**src/rtl/serial_word_loader_pkg.sv**
```systemverilog
// Shared constants for the serial word loader: default word width and FSM state encodings.
package serial_word_loader_pkg;

    localparam int unsigned WIDTH = 32;

    typedef enum logic [1:0] {
        IDLE   = 2'd0,
        SHIFT  = 2'd1,
        PARITY = 2'd2
    } state_e;

endpackage

```
**src/rtl/loader_bit_counter.sv**
```systemverilog
// Counts accepted data bits of one frame.
// Ports:
//   clock, reset  - rising-edge clock, asynchronous active-high reset
//   clear         - synchronous clear to zero (takes priority over enable)
//   enable        - count one accepted bit on this edge
//   last_c        - combinational terminal count: the next accepted bit is the WIDTH-th
module loader_bit_counter #(
    parameter int unsigned WIDTH = 32
) (
    input  logic clock,
    input  logic reset,
    input  logic clear,
    input  logic enable,
    output logic last_c
);

    localparam int unsigned CW = $clog2(WIDTH) + 1;

    logic [CW-1:0] count;

    // Bit counter; the FSM leaves SHIFT on the terminal bit, so it never wraps.
    always_ff @(posedge clock or posedge reset) begin
        if (reset) begin
            count <= '0;
        end else if (clear) begin
            count <= '0;
        end else if (enable) begin
            count <= count + CW'(1);
        end
    end

    assign last_c = (count == CW'(WIDTH - 1));

endmodule

```
**src/rtl/serial_word_loader.sv**
```systemverilog
// Assembles an MSB-first serial frame of WIDTH data bits plus one even-parity bit
// into a parallel word, loading the output register only when parity checks out.
// Ports:
//   clock, reset         - rising-edge clock, asynchronous active-high reset
//   start                - begin a frame (honoured only when idle)
//   abort                - drop the frame in progress, no pulse
//   bit_valid, serial_in - qualified serial data / parity bit
//   word_out, word_out_n - last good word and its complement (registered)
//   word_valid           - one-cycle pulse when word_out was just loaded
//   parity_err           - one-cycle pulse when a frame failed parity
//   busy                 - high whenever the FSM is not idle
module serial_word_loader #(
    parameter int unsigned WIDTH = serial_word_loader_pkg::WIDTH
) (
    input  logic             clock,
    input  logic             reset,
    input  logic             start,
    input  logic             abort,
    input  logic             bit_valid,
    input  logic             serial_in,
    output logic [WIDTH-1:0] word_out,
    output logic [WIDTH-1:0] word_out_n,
    output logic             word_valid,
    output logic             parity_err,
    output logic             busy
);

    import serial_word_loader_pkg::state_e;
    import serial_word_loader_pkg::IDLE;
    import serial_word_loader_pkg::SHIFT;
    import serial_word_loader_pkg::PARITY;

    state_e           state;
    logic [WIDTH-1:0] shreg;
    logic             cnt_clear;
    logic             cnt_enable;
    logic             cnt_last_c;

    // Counter is held clear while idle; abort wins over a simultaneous bit.
    assign cnt_clear  = (state == IDLE);
    assign cnt_enable = (state == SHIFT) && bit_valid && !abort;

    loader_bit_counter #(
        .WIDTH (WIDTH)
    ) u_bit_counter (
        .clock  (clock),
        .reset  (reset),
        .clear  (cnt_clear),
        .enable (cnt_enable),
        .last_c (cnt_last_c)
    );

    // Frame FSM, shift register and output word register.
    always_ff @(posedge clock or posedge reset) begin
        if (reset) begin
            state      <= IDLE;
            shreg      <= '0;
            word_out   <= '0;
            word_out_n <= '1;
            word_valid <= 1'b0;
            parity_err <= 1'b0;
            busy       <= 1'b0;
        end else begin
            word_valid <= 1'b0;
            parity_err <= 1'b0;
            case (state)
                IDLE: begin
                    if (start && !abort) begin
                        state <= SHIFT;
                        shreg <= '0;
                        busy  <= 1'b1;
                    end
                end
                SHIFT: begin
                    if (abort) begin
                        state <= IDLE;
                        busy  <= 1'b0;
                    end else if (bit_valid) begin
                        shreg <= {shreg[WIDTH-2:0], serial_in};
                        if (cnt_last_c) begin
                            state <= PARITY;
                        end
                    end
                end
                PARITY: begin
                    if (abort) begin
                        state <= IDLE;
                        busy  <= 1'b0;
                    end else if (bit_valid) begin
                        // Even parity: the parity bit must equal the XOR of the data bits.
                        if (serial_in == ^shreg) begin
                            word_out   <= shreg;
                            word_out_n <= ~shreg;
                            word_valid <= 1'b1;
                        end else begin
                            parity_err <= 1'b1;
                        end
                        state <= IDLE;
                        busy  <= 1'b0;
                    end
                end
                default: begin
                    state <= IDLE;
                    busy  <= 1'b0;
                end
            endcase
        end
    end

endmodule

```
**config.mk**
```make
export PLATFORM = sky130hd
export DESIGN_NAME = serial_word_loader
export DESIGN_NICKNAME = d
export VERILOG_FILES = /design/src/rtl/serial_word_loader_pkg.sv /design/src/rtl/loader_bit_counter.sv /design/src/rtl/serial_word_loader.sv
export SDC_FILE = /design/constraint.sdc
export NUM_CORES = 1
export LEC_CHECK = 0
export CORE_MARGIN = 1
export CORE_UTILIZATION = 25
export DETAILED_ROUTE_END_ITERATION = 12
export PLACE_DENSITY = 0.42
export SLEW_MARGIN = 20
export SYNTH_ARGS = -nofsm -noshare
export SYNTH_HDL_FRONTEND = slang
export SYNTH_HIERARCHICAL = 1
export SYNTH_SLANG_ARGS = --single-unit
```
**constraint.sdc**
```tcl
create_clock -name clock -period 7.8 [get_ports clock]
set_input_delay 1.56 -clock clock [delete_from_list [all_inputs] [get_ports clock]]
set_output_delay 1.56 -clock clock [all_outputs]
set_load 0.01 [all_outputs]
```
==> flow_summary.toml, run 1 <==
[status]
status = "complete, no violations"

[clock_network]
cts_made_buffers = 9
root_buffer = "clkbuf_16"
postCtsHoldBufs = 0
path_clk_slew_ps = 70
cts_max_level = 3
postCtsSetupRepairBufs = 0
cts_tree = "done"
cts.sinks = 107
clockBufferDepth = 2
worst_skew_pair.late_latency_ps = 350
cts.repair.resized = 0

[critical_path]
endpoint_kind = "flop"
path_depth = 7
cp_common_cell = "xnor2_1"
startpoint_type = "input port"
path_max_fanout = 65
path_class = "in -> reg"
r2r_cells = 6
cp_data_arrival_time_ps = 4110
slowest_stage = "mux2_8"
critPathMaxStageDelay_ps = 690
path_cells = "clkdlybuf4s50_1 -> xnor2_1 -> xnor2_1 -> xnor2_1 -> xnor3_1 -> mux2_8 -> mux2_2"
crit_buf_inv = 1
crit_family = "multiplexers"
required_ps = 8040

[global_route]
grt_start_max_net_pins = 66
antenna_found_initial = 0
grt_pass1_vias = 2737
overflow = 0
grt_pass1_wl_um = 15100
grt_usage_pct = 10.9

[timing]
worst_pin_slew_ps = 829
rsz0062_at_grt = "false"
finalMaxSlewViolations = 0
whs_ps = 465
fin_crit_ps = 3880
fmax_mhz = 258
fin_crit_sh_pct = 49.7
slew_headroom_pct = 44.7
fin_skew_ps = 6.77
setup-tns-final_ps = 0
finalHoldViolations = 0
setup_viol = 0

[cells_and_area]
fill_cells = 1723
final_common_cell = "dfrtp_1"
diodes = 0
synthToLayoutAreaGrowth_pct = 27.9
regArea_um2 = 2720
mostFrequentLayoutCells = "dfrtp_1 (75), clkdlybuf4s50_1 (72), inv_1 (34)"
layout-drive-gt1-share_pct = 21.8
multi_input_area_um2 = 1590
fin_nets = 402

[power_and_ir_drop]
ir_drop_v = 0.000114
power_density_nw_per_um2 = 185
leakagePower_nw = 2.65

[min_path]
hold_depth = 2
hold_path_class = "reg -> reg"

[route]
drt-met1-wl_um = 4530
top_layer = "met4"
wl_per_cell_um = 14.7
wl_um = 9180
drcViolationCount = 0
initialDrtViolationCount = 115
postRouteAntennaNets = 0
num_vias = 2622
met2_length_um = 4120
viasPerCell = 4.20
drt-pass1-iter-count = 4
wl_met3_um = 422

[placement]
place_congestion = 0.698
port_buffers = 72
hpwl_um = 5870

[synthesis]
mappedNetlistNets = 332
synth-seq-area-share_pct = 60.3
synth_cell_type_count = 28
ys_seq_elements = 107
syn_area_um2 = 4510
yosysTopAreaCell = "dfrtp_1"
syn_area_per_cell_um2 = 13.9
yosysWarnings = 6
netlist_instances = 325
synthTopCellsByArea = "dfrtp_1 (42%), dfstp_2 (19%), mux2i_1 (7.3%)"
async_reset_ff_share_pct = 100
synth_edf_count = 0
synthFlopType = "dfrtp_1"
synth.top_cell.area_share_pct = 41.7

[die]
start_util_pct = 25.8
fp.dieH_um = 136
dieArea_um2 = 18600
rows = 48
io_pins = 73
die_w_um = 136
core_um2 = 17500

[flow_run]
max_cap_viol_count = 0
[power breakdown]
| part | switching (mW) | internal (mW) | total (mW) | leakage (nW) |
|---|---|---|---|---|
| Clock | 0.201 | 0.266 | 0.467 | 0.145 |
| Combinational | 0.0252 | 0.0137 | 0.0388 | 1.12 |
| Sequential | 0.00337 | 0.558 | 0.561 | 1.38 |
| Total | 0.229 | 0.837 | 1.07 | 2.65 |
[worst reg2reg max path, cell delays in order (launching register included)]
cell	delay, ps
dfrtp_1	440
xor2_1	200
xnor2_1	150
xnor2_1	340
xnor3_1	450
mux2_8	690
mux2_2	440
[cells by family (layout without fill, tap and decap cells)]
group           count (synthesis)  in the layout  share of synthesized area [%]
buf+inv                        50            125                           4.78
compound gates                 39             39                           7.00
xor+xnor                       34             34                           7.22
mux                            67             67                           17.3
flops                         107            107                           60.3
fa+ha+maj                       1              1                          0.278
simple gates                   27             27                           3.08
[cell type report]
class / count / area share [%]
repair buffers: 74 / 12.8
clock buffers: 12 / 4.45
multi-input cells: 168 / 27.5
well taps: 225 / 4.89
flip-flops and latches: 107 / 47.2
inverters: 35 / 2.32
clock inverters: 4 / 0.869
[flip-flops by register name, indices dropped and copies added, names as in the netlist]
name                 cells
word_out                32
busy                     1
word_valid               1
parity_err               1
word_out_n              32
state                    2
u_bit_counter/count      6
shreg                   32
[worst paths after layout]
| kind | endpoint | start | slack, ps |
|---|---|---|---|
| setup / recovery | word_out[28] | serial_in | 3920 |
| hold / removal | word_out_n[8] | word_out_n[8] | 470 |
| setup reg to reg | word_out[28] | shreg[15] | 4980 |
| hold reg to reg | word_out_n[8] | word_out_n[8] | 470 |
| max in group asynchronous | busy | reset | 4970 |
| min in group asynchronous | u_bit_counter/count[2] | reset | 1540 |
[Yosys cell counts, types with 3 or more instances]
library cell / instances
buf_6: 3
clkbuf_1: 7
dfrtp_1: 75
mux2i_1: 33
xnor2_1: 26
a21oi_1: 4
dfstp_2: 32
buf_2: 4
mux2_2: 16
nand2_1: 5
o21ai_0: 3
xor2_1: 6
a22o_1: 32
inv_1: 35
mux2_4: 18
nor2_1: 11
[per-stage QoR]
step                      instance area (µm²)  total power, mW  instances  util [%]  setup slack [ps]
final                                    5760             1.07        625      33.0              3920
after global routing                     5760             1.12        625      33.0              3750
after detailed placement                 5440            0.611        609      31.1              3200
after CTS                                5750             1.09        625      32.9              3580
after global placement                   5440            0.610        609      31.1              3280
after floorplan                          4510            0.596        325         -              3650
[per-layer routing]
layer / vias up / global-route usage (%)
li1: 1239 / -
met1: 1317 / 14.6
met2: 58 / 16.4
met3: 8 / 3.84
met4: 0 / 3.15
met5: - / 0
Note: power is estimated with default switching activity, not from simulation.
==> run 2: changes to the inputs <==
==> constraint.sdc (replaced) <==
create_clock -name clock -period 4 [get_ports clock]
set_input_delay 0.8 -clock clock [delete_from_list [all_inputs] [get_ports clock]]
set_output_delay 0.8 -clock clock [all_outputs]
set_load 0.01 [all_outputs]
==> flow_summary.toml, run 2 (synthesis gave the netlist of run 1 again) <==
[status]
status = "complete, no violations"

[placement]
hpwl_um = 6200
place_congestion = 0.716
port_buffers = 72

[route]
drt-pass1-iter-count = 4
initialDrtViolationCount = 155
postRouteAntennaNets = 0
num_vias = 2628
drcViolationCount = 0
wl_per_cell_um = 14.9
wl_um = 9380
viasPerCell = 4.18

[timing]
finalMaxSlewViolations = 0
fin_crit_sh_pct = 78.8
fin_crit_ps = 3150
fin_skew_ps = 11.4
setup_viol = 0
worst_pin_slew_ps = 565
whs_ps = 466
finalHoldViolations = 0
rsz0062_at_grt = "false"
slew_headroom_pct = 62.3
fmax_mhz = 317
setup-tns-final_ps = 0

[critical_path]
critPathMaxStageDelay_ps = 470
path_cells = "clkdlybuf4s50_1 -> xnor2_1 -> xnor2_1 -> xnor2_1 -> xnor3_1 -> mux2_4 -> buf_4 -> mux2_2"
crit_buf_inv = 2
endpoint_kind = "flop"
path_max_fanout = 18
cp_data_arrival_time_ps = 3380
cp_common_cell = "xnor2_1"
crit_family = "XOR/XNOR gates"
required_ps = 4230
path_class = "in -> reg"
startpoint_type = "input port"
slowest_stage = "xnor3_1"

[cells_and_area]
final_common_cell = "dfrtp_1"
diodes = 0
fin_nets = 406
layout-drive-gt1-share_pct = 22.8
reg_top3 = "shreg: 32 flops, word_out: 32 flops, word_out_n: 32 flops"
fill_cells = 1701
synthToLayoutAreaGrowth_pct = 29.3
mostFrequentLayoutCells = "dfrtp_1 (75), clkdlybuf4s50_1 (72), inv_1 (34)"

[global_route]
overflow = 0
grt_usage_pct = 10.9
antenna_found_initial = 0
grt_pass1_vias = 2720
grt_pass1_wl_um = 15100
grt_start_max_net_pins = 59

[flow_run]
max_cap_viol_count = 0

[die]
io_pins = 73
start_util_pct = 25.8
fp.dieH_um = 136
die_w_um = 136
core_um2 = 17500
dieArea_um2 = 18600
rows = 48

[clock_network]
path_clk_slew_ps = 70
cts_made_buffers = 9
postCtsSetupRepairBufs = 0
worst_skew_pair.late_latency_ps = 350
root_buffer = "clkbuf_16"
cts.repair.resized = 0
cts_max_level = 3
cts_tree = "done"
postCtsHoldBufs = 0
clockBufferDepth = 2
cts.sinks = 107

[power_and_ir_drop]
leakagePower_nw = 2.69
power_density_nw_per_um2 = 361
ir_drop_v = 0.000205

[min_path]
hold_path_class = "reg -> reg"
## run 2: cell types whose count changed in the layout (fill, tap and decap cells not counted), sizes merged
cell,previous run,this run
buf,2,6
clkinv,1,2
clkinvlp,2,1
## run 2: final timing paths
check | cells past startpoint | endpoint | startpoint | slack, ps
max in group asynchronous | 3 | word_out_n[27] | reset | 2360
worst max-delay path | 8 | word_out[0] | serial_in | 850
worst min register to register | 2 | word_out_n[14] | word_out_n[14] | 470
min in group asynchronous | 2 | u_bit_counter/count[5] | reset | 760
worst min-delay path | 2 | word_out_n[14] | word_out_n[14] | 470
worst max register to register | 7 | word_out[0] | shreg[21] | 1240
## run 2: final cells by class
class / instances / area [µm²] / area share (%)
flip-flops and latches: 107 / 2720 / 46.7
multi-input cells: 168 / 1570 / 27.0
repair buffers: 78 / 803 / 13.8
well taps: 225 / 282 / 4.83
clock buffers: 12 / 267 / 4.58
inverters: 35 / 134 / 2.30
clock inverters: 4 / 47.5 / 0.816
## run 2: layer usage
layer | wire [µm] | GRT usage (%)
met1 | 4720 | 14.9
met2 | 4200 | 16.0
met3 | 306 | 2.54
met4 | 161 | 5.56
met5 | 0 | 0
## run 2: power by group
part	switching (mW)	total, mW	internal (mW)
Combinational	0.0494	0.0773	0.0279
Sequential	0.00635	1.09	1.09
Clock	0.394	0.929	0.535
## run 2: metrics by stage
step / instance area [µm²] / power, mW / instances / worst slack, ps / utilization, %
after floorplan: 4510 / 1.16 / 325 / 606 / -
after global placement: 5510 / 1.19 / 613 / 535 / 31.5
after detailed placement: 5510 / 1.19 / 613 / 468 / 31.5
after CTS: 5820 / 2.14 / 629 / 847 / 33.3
after global routing: 5820 / 2.19 / 629 / 771 / 33.3
final: 5820 / 2.10 / 629 / 849 / 33.3
## run 2: worst min-delay path: stages (launching register included)
cell	delay, ps
dfstp_2	370
inv_1	40
mux2i_1	50
==> run 3: changes to the inputs <==
--- a/config.mk
+++ b/config.mk
@@ -8,7 +8,7 @@
 export CORE_MARGIN = 1
 export CORE_UTILIZATION = 25
 export DETAILED_ROUTE_END_ITERATION = 12
-export PLACE_DENSITY = 0.42
+export PLACE_DENSITY = 0.44
 export SLEW_MARGIN = 20
 export SYNTH_ARGS = -nofsm -noshare
 export SYNTH_HDL_FRONTEND = slang
==> constraint.sdc (replaced) <==
create_clock -name clock -period 2.7 [get_ports clock]
set_input_delay 0.54 -clock clock [delete_from_list [all_inputs] [get_ports clock]]
set_output_delay 0.54 -clock clock [all_outputs]
set_load 0.01 [all_outputs]
==> flow_summary.toml, run 3 (synthesis gave the netlist of run 1 again) <==
[timing]
finalHoldViolations = 0
worst_pin_slew_ps = 529
finalMaxSlewViolations = 0
slew_headroom_pct = 64.7
setup_viol = 0
rsz0062_at_grt = "false"
fin_crit_ps = 2590
fmax_mhz = 386
fin_crit_sh_pct = 96.0
fin_skew_ps = 8.92

[critical_path]
path_max_fanout = 22
path_cells = "clkdlybuf4s50_1 -> xnor2_2 -> xnor2_2 -> xnor2_1 -> xnor3_1 -> mux2_4 -> buf_12 -> mux2_4"
path_class = "in -> reg"
required_ps = 2930
cp_data_arrival_time_ps = 2820
crit_buf_inv = 2
crit_family = "XOR/XNOR gates"
endpoint_kind = "flop"
startpoint_type = "input port"
critPathMaxStageDelay_ps = 530
slowest_stage = "clkdlybuf4s50_1"

[cells_and_area]
fin_nets = 414
synthToLayoutAreaGrowth_pct = 30.7
reg_top3 = "shreg: 32 flops, word_out: 32 flops, word_out_n: 32 flops"
finish.instance_area_um2 = 5890
diodes = 0
layout.cells.non_filler = 637
layout-drive-gt1-share_pct = 24.0
mostFrequentLayoutCells = "dfrtp_1 (75), clkdlybuf4s50_1 (72), inv_1 (34)"
final_common_cell = "dfrtp_1"

[clock_network]
postCtsSetupRepairBufs = 0
clockBufferDepth = 2
cts_tree = "done"
path_clk_slew_ps = 70
cts_made_buffers = 9
cts.sinks = 107
worst_skew_pair.late_latency_ps = 350
postCtsHoldBufs = 0
root_buffer = "clkbuf_16"
cts_max_level = 3

[placement]
placed_cells = 621
hpwl_um = 6040
port_buffers = 72
place_congestion = 0.662
placed_area_um2 = 5580

[die]
io_pins = 73
fp.dieH_um = 136
core_um2 = 17500
start_util_pct = 25.8
rows = 48
dieArea_um2 = 18600
die_w_um = 136

[global_route]
grt_usage_pct = 10.9
grt_pass1_wl_um = 15300
antenna_found_initial = 0
grt_start_max_net_pins = 61
overflow = 0
grt_pass1_vias = 2775

[route]
drcViolationCount = 0
drt-pass1-iter-count = 4
wl_per_cell_um = 14.4
wl_um = 9190
num_vias = 2685
postRouteAntennaNets = 0
initialDrtViolationCount = 135
viasPerCell = 4.22

[min_path]
hold_path_class = "reg -> reg"

[power_and_ir_drop]
leakagePower_nw = 2.73
ir_drop_v = 0.000291
power_density_nw_per_um2 = 518

[status]
status = "complete, no violations"

[flow_run]
max_cap_viol_count = 0
[run 3: repair_timing]
item	4_1_cts	5_1_grt
endpoints found under the setup margin	0	1
endpoints found under the hold margin	0	0
resized for setup	0	2
[run 3: cell type report]
type	instances	area [µm²]
timing repair buffer	86	876
sequential	107	2720
tap	225	282
fill	1742	11600
clock inverter	3	40.0
clock buffer	13	250
multi-input combinational	168	1590
inverter	35	135
[run 3: path summary, 6_finish.rpt]
kind                                           to  cells after the start  slack [ps]      startpoint
min                                word_out_n[18]                      2         460  word_out_n[18]
max reg2reg                          word_out[12]                      7         230        shreg[6]
max                                  word_out[12]                      8         110       serial_in
min reg2reg                        word_out_n[18]                      2         460  word_out_n[18]
min in group asynchronous  u_bit_counter/count[0]                      2         510           reset
max in group asynchronous          word_out_n[12]                      3        1530           reset
[run 3: report_power, final]
part | leakage (nW) | switching, mW | internal, mW
Combinational | 1.21 | 0.0747 | 0.0509
Clock | 0.144 | 0.562 | 0.743
Sequential | 1.38 | 0.0100 | 1.61
Total | 2.73 | 0.646 | 2.41
[run 3: through the flow]
step | power, mW | setup TNS [ps] | hold slack [ps] | setup slack (ps) | util [%]
3_3_place_gp | 1.77 | -16480 | 455 | -329 | 32.0
3_5_place_dp | 1.78 | -15810 | 453 | -315 | 32.0
5_1_grt | 3.20 | 0 | 482 | 41.7 | 33.7
2_1_floorplan | 1.72 | 0 | 331 | 278 | -
6_report | 3.05 | 0 | 463 | 108 | 33.7
4_1_cts | 3.11 | 0 | 469 | 47.5 | 33.6
[run 3: layer usage]
| layer | wire length, µm | global-route usage, % |
|---|---|---|
| met1 | 4390 | 14.6 |
| met2 | 4210 | 16.1 |
| met3 | 427 | 3.13 |
| met4 | 165 | 4.81 |
| met5 | 0 | 0 |
[run 3: worst register-to-register path: cells and delay by family, from the launching register on]
family | cells | cell delay, ps
xor gates and xnor gates | 4 | 1040
DFF | 1 | 450
buffers and inverters | 1 | 180
muxes | 2 | 670
